## src/rtl/fpu_mul_arbiter.sv

```systemverilog
// Round-robin arbiter sharing one FP32 multiplier among NREQ requesters.
// Requester IDs ride a shift pipe alongside the multiplier; results are steered back to per-requester slots.

module fpu_mul_rsp_slot (
  input  logic        clk,
  input  logic        rst,
  input  logic        grant,
  input  logic        cap,
  input  logic        lost,
  input  logic        rdy,
  input  logic [31:0] mul_res,
  input  logic        mul_ovf,
  output logic        busy,
  output logic        vld,
  output logic [31:0] res,
  output logic        ovf
);
  logic drain;
  assign drain = vld && rdy;

  always_ff @(posedge clk) begin
    if (!rst) begin
      busy <= 1'b0;
      vld  <= 1'b0;
      res  <= '0;
      ovf  <= 1'b0;
    end else begin
      if (cap) begin
        vld <= 1'b1;
        res <= mul_res;
        ovf <= mul_ovf;
      end else if (drain) begin
        vld <= 1'b0;
      end
      // busy spans grant .. drain so the slot is always free when the result lands
      if (grant)              busy <= 1'b1;
      else if (drain || lost) busy <= 1'b0;
    end
  end
endmodule

module fpu_mul_arbiter #(
  parameter int NREQ    = 4,
  parameter int MUL_LAT = 1
) (
  input  logic                 clk,
  input  logic                 rst,
  input  logic [NREQ-1:0]      req_vld,
  output logic [NREQ-1:0]      req_rdy,
  input  logic [NREQ*32-1:0]   req_a,
  input  logic [NREQ*32-1:0]   req_b,
  output logic [NREQ-1:0]      rsp_vld,
  input  logic [NREQ-1:0]      rsp_rdy,
  output logic [NREQ*32-1:0]   rsp_res,
  output logic [NREQ-1:0]      rsp_ovf,
  output logic                 mul_vld,
  output logic [31:0]          mul_a,
  output logic [31:0]          mul_b,
  input  logic [31:0]          mul_res,
  input  logic                 mul_res_vld,
  input  logic                 mul_ovf,
  output logic                 err_unexp
);
  localparam int IDW = $clog2(NREQ);

  typedef struct packed {
    logic           vld;
    logic [IDW-1:0] id;
  } tag_t;

  logic [NREQ-1:0][31:0] a_arr, b_arr, res_arr;
  logic [NREQ-1:0]       busy, elig, grant, cap, lost;
  logic [IDW-1:0]        ptr, win;
  logic                  win_vld;
  tag_t [MUL_LAT:0]      vld_pipe;
  tag_t                  tail;

  assign a_arr   = req_a;
  assign b_arr   = req_b;
  assign rsp_res = res_arr;
  assign elig    = req_vld & ~busy;
  assign tail    = vld_pipe[MUL_LAT];
  assign req_rdy = grant;

  always_comb begin
    win     = '0;
    win_vld = 1'b0;
    grant   = '0;
    for (int k = 0; k < NREQ; k++) begin
      int j;
      j = int'(ptr) + k;
      if (j >= NREQ) j = j - NREQ;
      if (rst && !win_vld && elig[j]) begin
        win_vld = 1'b1;
        win     = IDW'(j);
      end
    end
    if (win_vld) grant[win] = 1'b1;
  end

  always_ff @(posedge clk) begin
    if (!rst) begin
      ptr       <= '0;
      mul_vld   <= 1'b0;
      mul_a     <= '0;
      mul_b     <= '0;
      vld_pipe  <= '0;
      err_unexp <= 1'b0;
    end else begin
      mul_vld <= win_vld;
      if (win_vld) begin
        ptr   <= (win == IDW'(NREQ-1)) ? '0 : win + IDW'(1);
        mul_a <= a_arr[win];
        mul_b <= b_arr[win];
      end
      vld_pipe[0] <= {win_vld, win};
      for (int k = 1; k <= MUL_LAT; k++) vld_pipe[k] <= vld_pipe[k-1];
      // result without owner, or owner without result
      err_unexp <= err_unexp | (mul_res_vld ^ tail.vld);
    end
  end

  always_comb begin
    cap  = '0;
    lost = '0;
    for (int i = 0; i < NREQ; i++) begin
      if (tail.vld && tail.id == IDW'(i)) begin
        cap[i]  = mul_res_vld;
        lost[i] = !mul_res_vld;
      end
    end
  end

  for (genvar g = 0; g < NREQ; g++) begin : g_slot
    fpu_mul_rsp_slot u_slot (
      .clk     (clk),
      .rst     (rst),
      .grant   (grant[g]),
      .cap     (cap[g]),
      .lost    (lost[g]),
      .rdy     (rsp_rdy[g]),
      .mul_res (mul_res),
      .mul_ovf (mul_ovf),
      .busy    (busy[g]),
      .vld     (rsp_vld[g]),
      .res     (res_arr[g]),
      .ovf     (rsp_ovf[g])
    );
  end
endmodule

```

## config.mk

```make
export PLATFORM = sky130hd
export DESIGN_NAME = fpu_mul_arbiter
export DESIGN_NICKNAME = d
export VERILOG_FILES = /design/src/rtl/fpu_mul_arbiter.sv
export SDC_FILE = /design/constraint.sdc
export NUM_CORES = 1
export LEC_CHECK = 0
export ABC_AREA = 1
export BUFFER_PORTS_ARGS = -buffer_cell sky130_fd_sc_hd__buf_2
export CAP_MARGIN = 5
export CORE_AREA = 2 2 195 197
export DETAILED_ROUTE_END_ITERATION = 7
export DIE_AREA = 0 0 197 199
export PLACE_DENSITY_LB_ADDON = 0.08
export SLEW_MARGIN = 20
export SYNTH_ARGS = -nofsm -noshare
export SYNTH_HDL_FRONTEND = slang
export SYNTH_HIERARCHICAL = 1
export SYNTH_SLANG_ARGS = --single-unit
```

## constraint.sdc

```tcl
create_clock -name clk -period 2.3 [get_ports clk]
set_clock_uncertainty 0.05 [all_clocks]
set_input_delay 0 -clock clk [delete_from_list [all_inputs] [get_ports clk]]
set_output_delay 0 -clock clk [all_outputs]
set_load 0.005 [all_outputs]
```

==> results of run 1 <==
final cells by class:
cell class	count	area (um^2)	share of cell area
Clock buffer	42	822.0	0.04416
Multi-Input combinational cell	1142	5291	0.2843
Inverter	173	679.4	0.03650
Timing Repair Buffer	901	6812	0.3660
Antenna cell	6	15.01	0.0008067
Tap cell	474	593.1	0.03186
Sequential cell	213	4269	0.2294
Clock inverter	8	122.6	0.006588
Timing Repair inverter	1	8.758	0.0004706
stage by stage:
stage	hold slack, ns	worst slack [ns]
after global placement	0.2175	-0.03832
after global routing	0.2290	-0.1965
after detailed placement	0.2229	-0.05279
final	0.2146	-0.07630
after CTS	0.1864	-0.06862
after floorplan	0.08161	0.3318
power by group:
part	internal [mW]	leakage [nW]	switching, mW	total, mW
combinational	5.41	7.65	6.87	12.3
clock	2.78	0.467	1.71	4.49
sequential	4.41	1.74	0.381	4.79
total	12.6	9.86	8.97	21.6
worst reg2reg max path, stage by stage, from the launching register on:
cell,delay [ns]
dfxtp_4,0.40
inv_8,0.10
nand2_2,0.06
nand2_2,0.10
nand3_2,0.09
nand2_4,0.09
nand4_4,0.09
buf_4,0.16
buf_4,0.13
o21ai_4,0.24
buf_12,0.17
clkbuf_16,0.18
nand3_1,0.09
nand3_1,0.08
nand2_1,0.06
nor2_1,0.11
nor2_1,0.05
per-layer routing:
metal  GRT usage  routed length [um]
met1      0.2971               21650
met2      0.4452               25860
met3     0.05392                3751
met4     0.09886                2046
met5           0                   0
path summary, 6_finish.rpt:
path | cells after the start | start | end | slack [ns]
worst min register to register | 2 | vld_pipe[0] | tail[0] | 0.36
worst max register to register | 16 | ptr[0] | mul_a[19] | -0.05
worst max-delay path | 17 | ptr[0] | req_rdy[3] | -0.08
worst min-delay path | 5 | rsp_rdy[3] | g_slot[3].u_slot/vld | 0.21
layout by cell type, fill, tap and decap left out, types with 3 or more instances in the layout:
cell	count
buf_2	503
nor2_1	396
nand3_1	332
dlygate4sd3_1	295
dfxtp_1	211
o21ai_0	197
inv_1	161
nand2_1	152
buf_4	57
clkbuf_16	32
buf_12	23
nand2_2	16
nand3_2	12
buf_6	10
clkbuf_8	9
nor2_2	8
nand2_4	7
inv_2	7
a21oi_1	7
diode_2	6
clkbuf_1	6
nand3_4	5
bufbuf_16	4
inv_6	3
bufinv_16	3
clkinv_2	3
sequential cells by signal (all words and copies together) (netlist names):
| signal | flops |
|---|---|
| mul_a | 32 |
| err_unexp | 1 |
| mul_b | 32 |
| vld_pipe | 3 |
| g_slot.u_slot/ovf | 4 |
| g_slot.u_slot/res | 128 |
| g_slot.u_slot/busy | 4 |
| tail | 3 |
| ptr | 2 |
| g_slot.u_slot/vld | 4 |
cells by family (layout without fill, tap and decap cells):
kind of cell / count (synthesis) / in the layout / share of synthesized area
AND/OR/NAND/NOR: 933 / 933 / 0.3716
buffers and inverters: 295 / 1125 / 0.1308
flip-flops: 213 / 213 / 0.3988
AO/OA/AOI/OAI: 209 / 209 / 0.09876
other: 0 / 6 / 0
timing repair:
item	in CTS	in global routing
pin swaps	13	17
gates cloned	4	7
endpoints found under the hold margin	209	0
gates resized for setup	37	49
endpoints found under the setup margin	30	69
buffers inserted	27	11
hold buffers	295	0
==> flow_summary.yaml, run 1 <==
floorplanning:
  die_area_um2: 39200
  pin_count: 506
  die-height_um: 199
  dieWidth_um: 197
  initial_core_util: 0.2880
  core_um2: 37130
  num_rows: 71
global_routing:
  antenna_found_initial: 5
  first_global_vias: 13880
  grt_overflow: 0
  grt_pass1_wl_um: 77610
  gr-usage-all-layers: 0.2518
  grt_start_max_net_pins: 122
pwr:
  power.density_nw_per_um2: 1159
  finalPower_mw: 21.57
  irDropWorstVdd_uv: 655.9
  p_leak_nw: 9.863
worst_hold_path:
  hold_class: "in2reg"
placed_design:
  placed_area_um2: 13820
  dp_hpwl_um: 34600
  placedCellCount: 2562
  routabilityCongestion: 0.8567
  port-buffer-count: 505
drt:
  drt_wl_total_um: 53300
  drt_iter0_drc: 663
  antenna_left: 0
  routedWlPerCell_um: 18.01
  via_count: 14140
  drc: 0
  dr.pass1.iters: 5
  via_per_inst: 4.777
final_layout:
  area_growth_pct: 74.07
  final_cells: 2960
  fill_cells: 3842
  final_area_um2: 18610
  final_util: 0.5012
  layout-drive-gt1-share: 0.2899
  finalNetCount: 2759
logic_synthesis:
  yosysTopAreaCell: "dfxtp_1"
  yosysSeqAreaShare: 0.3988
  synth_edf_count: 0
  synth_area_leaders: "dfxtp_1, nand3_1, nor2_1"
  ys_ff_latch: 213
  syn_nets: 1950
  yosysMostFrequentCell: "nor2_1"
  yosys_most_used_dff: "dfxtp_1"
  syn_inst: 1650
  ys_warn_count: 6
  synthTopCellsByCount: "nor2_1, nand3_1, dfxtp_1, o21ai_0, nand2_1"
  async_reset_ff_frac: 0
  syn_area_per_cell_um2: 6.480
  synth.distinct_cells: 25
  yosysTopAreaCellShare: 0.3988
  syn-cell-area_um2: 10690
worst_setup_path:
  crit_family: "simple AND/OR/NAND/NOR gates"
  critPathCaptureType: "output pin"
  cp.arrival_ns: 2.33
  cp-start-kind: "flop"
  cp_data_required_time_ns: 2.25
  slowest_stage: "dfxtp_4"
  cpPeakStageDelay_ns: 0.44
  crit_fanout: 8
  crit_buf_inv: 7
  critPathKind: "reg2out"
  crit_chain: "inv_8 > nand3_4 > nand2_2 > nand2_2 > nand2_1 > nand2_1 > nand2_1 > inv_1 > nand2_2 > nand2_4 > nand2_8 > buf_8 > buf_12 > nand2_4 > inv_4 > buf_6 > buf_6"
outcome:
  status: "finished, violations left"
  violations: "setup timing"
sta:
  slew-limit-headroom: 0.4808
  final.period_utilization: 1.033
  timing.final.crit_period_ns: 2.376
  fin_ws_ns: -0.07630
  drv_slew: 0
  worstMarginPinSlew_ns: 0.7777
  setup_tns_ns: -0.5093
  hold_violations: 0
  setup_viol: 23
  fmax_ghz: 0.4208
  rsz0062_at_grt: "true"
clocking:
  cts_root_buf: "clkbuf_16"
  clock-sinks: 213
  h-tree-depth: 1
  cts.path.max_buffers: 3
  cts_buffers: 27
  path_clk_slew_ns: 0.06
  insertion_delay_ns: 0.53
  cts_tree: "yes"
flow_run:
  maxCapViolCount: 0
No activity file was read; power rests on OpenSTA's default activity.
==> run 2, diff against run 1 <==
Settings changed: ABC_AREA 1 to 0, CORE_AREA 2 2 195 197 to 2 2 196 198, DIE_AREA 0 0 197 199 to 0 0 198 200, RECOVER_POWER set to 100.
==> flow_summary.yaml, run 2 <==
worst_setup_path:
  critPathKind: "reg2out"
  slowest_stage: "or3_4"
  cp.arrival_ns: 2.18
  ff2ff_setup_slack_ns: 0.11
  crit_chain: "nand2b_4 > o221a_4 > a22oi_4 > inv_2 > or3_4 > inv_4 > buf_6"
  cp-start-kind: "flop"
  r2r_start: "g_slot[2].u_slot/busy"
  cpPeakStageDelay_ns: 0.41
  r2r_end: "mul_a[6]"
  crit_fanout: 5
  critPathCaptureType: "output pin"
  cp_data_required_time_ns: 2.25
  reg2regPathDepth: 8
final_layout:
  fill_cells: 3740
  layout-drive-gt1-share: 0.2632
  area_growth_pct: 65.04
  final_cells: 2328
  largestRegisters: "g_slot.u_slot/res x128, mul_a x32, mul_b x32"
  mostFrequentLayoutCells: "buf_2, dlygate4sd3_1, dfxtp_1"
  layout_commonest_cell: "buf_2"
  top_register: "g_slot.u_slot/res"
  finalNetCount: 2096
  largest_reg_flops: 128
logic_synthesis:
  yosys_most_used_dff: "dfxtp_1"
  yosysMostFrequentCell: "dfxtp_1"
  syn_nets: 1326
  synth_edf_count: 0
  ys_warn_count: 6
  synth.distinct_cells: 42
  yosysTopAreaCell: "dfxtp_1"
  syn-cell-area_um2: 10240
  synth_area_leaders: "dfxtp_1, mux2i_1, nor2b_1"
  ys_ff_latch: 213
  synthTopCellsByCount: "dfxtp_1, nor2b_1, mux2i_1, inv_1"
  syn_area_per_cell_um2: 9.984
  yosysTopAreaCellShare: 0.4163
  syn_inst: 1026
  async_reset_ff_frac: 0
  yosysSeqAreaShare: 0.4163
drt:
  via_per_inst: 4.641
  via_count: 10810
  routedWlPerCell_um: 18.33
  drt_wl_total_um: 42670
  drt_iter0_drc: 247
  drc: 0
  antenna_left: 0
  dr.pass1.iters: 4
clocking:
  h-tree-depth: 1
  clock-sinks: 213
  cts_buffers: 27
  path_clk_slew_ns: 0.05
  insertion_delay_ns: 0.53
  cts_root_buf: "clkbuf_16"
  cts_tree: "yes"
  cts.path.max_buffers: 3
floorplanning:
  pin_count: 506
  core_um2: 37400
  num_rows: 71
  die-height_um: 200
  dieWidth_um: 198
  die_area_um2: 39600
  initial_core_util: 0.2739
placed_design:
  port-buffer-count: 505
  placedCellCount: 1976
  routabilityCongestion: 0.8216
  dp_hpwl_um: 28740
sta:
  setup_viol: 0
  worstMarginPinSlew_ns: 0.8023
  slew-limit-headroom: 0.4651
  timing.hold.ws_ns: 0.07653
  timing.final.crit_period_ns: 2.228
  fmax_ghz: 0.4489
  final.period_utilization: 0.9686
  drv_slew: 0
  rsz0062_at_grt: "true"
  hold_violations: 0
global_routing:
  first_global_vias: 10950
  antenna_found_initial: 4
  grt_start_max_net_pins: 97
  grt_pass1_wl_um: 62020
  grt_overflow: 0
  gr-usage-all-layers: 0.2007
worst_hold_path:
  hold_class: "in2reg"
  worstHoldStart: "req_vld[0]"
  whs_path_depth: 5
  whs_endpoint: "vld_pipe[2]"
pwr:
  irDropWorstVdd_uv: 463.2
  p_leak_nw: 7.015
  finalPower_mw: 12.84
  power.density_nw_per_um2: 759.3
flow_run:
  maxCapViolCount: 0
outcome:
  status: "complete, no violations"
## run 2: layout make-up
type,count,area (um^2),share of cell area
diodes,5,12.51,0.0007401
multi-input cells,649,5166,0.3056
well taps,511,639.4,0.03782
repair buffers,831,5650,0.3342
flip-flops and latches,213,4270,0.2526
clock buffers,40,784.5,0.04640
clock inverters,5,102.6,0.006069
inverters,74,280.3,0.01658
## run 2: power breakdown
group	total [mW]	switching [mW]	internal [mW]
Sequential	4.65	0.381	4.26
Combinational	3.88	2.08	1.80
Clock	4.31	1.65	2.66
Total	12.8	4.11	8.72
## run 2: worst max path at each step
stage,startpoint,end,slack (ns),cells past startpoint
after global routing,g_slot[2].u_slot/busy,req_rdy[0],-0.02,7
after CTS,g_slot[0].u_slot/busy,req_rdy[0],0.007,7
final,g_slot[2].u_slot/busy,req_rdy[0],0.07,7
after floorplan,g_slot[1].u_slot/busy,g_slot[0].u_slot/busy,0.33,9
after detailed placement,g_slot[0].u_slot/busy,mul_a[12],0.20,7
after global placement,g_slot[3].u_slot/busy,mul_a[0],0.26,6
## run 2: kinds of logic (layout without fill, tap and decap cells)
family | after synthesis | after routing | synth area share
AOI/OAI and AO/OA | 280 | 280 | 0.2245
DFF | 213 | 213 | 0.4163
xor gates and xnor gates | 1 | 1 | 0.0008552
buffers and inverters | 164 | 950 | 0.08623
and+or+nand+nor | 236 | 236 | 0.1432
other | 0 | 5 | 0
muxes | 132 | 132 | 0.1290
## run 2: critical path, delay by kind of cell (launching register included)
kind | cells | cell delay [ns]
simple gates | 2 | 0.58
compound gates | 2 | 0.52
flops | 1 | 0.30
buf+inv | 3 | 0.26
## run 2: per-layer routing
metal  vias to the layer above  GRT usage  wire length, um
li1                       5202          -                -
met1                      5080     0.2309            17540
met2                       416     0.3546            20780
met3                       105    0.05528             2813
met4                         2    0.07769             1526
met5                         -          0                8
## run 2: what timing repair did
action / in CTS / in global routing
endpoints found under the hold margin: 207 / 0
gates resized for setup: 9 / 4
endpoints found under the setup margin: 4 / 2
pin swaps: 4 / 3
buffers inserted: 1 / 2
hold buffers: 299 / 0
## run 2: through the flow
stage | area (um^2) | setup TNS, ns | util | worst slack [ns]
6_report | 16910 | 0 | 0.4520 | 0.07220
5_1_grt | 16900 | -0.02153 | 0.4519 | -0.01529
2_1_floorplan | 10240 | 0 | - | 0.3320
3_3_place_gp | 13190 | 0 | 0.3526 | 0.2601
3_5_place_dp | 13190 | 0 | 0.3526 | 0.2013
4_1_cts | 17100 | 0 | 0.4573 | 0.007003
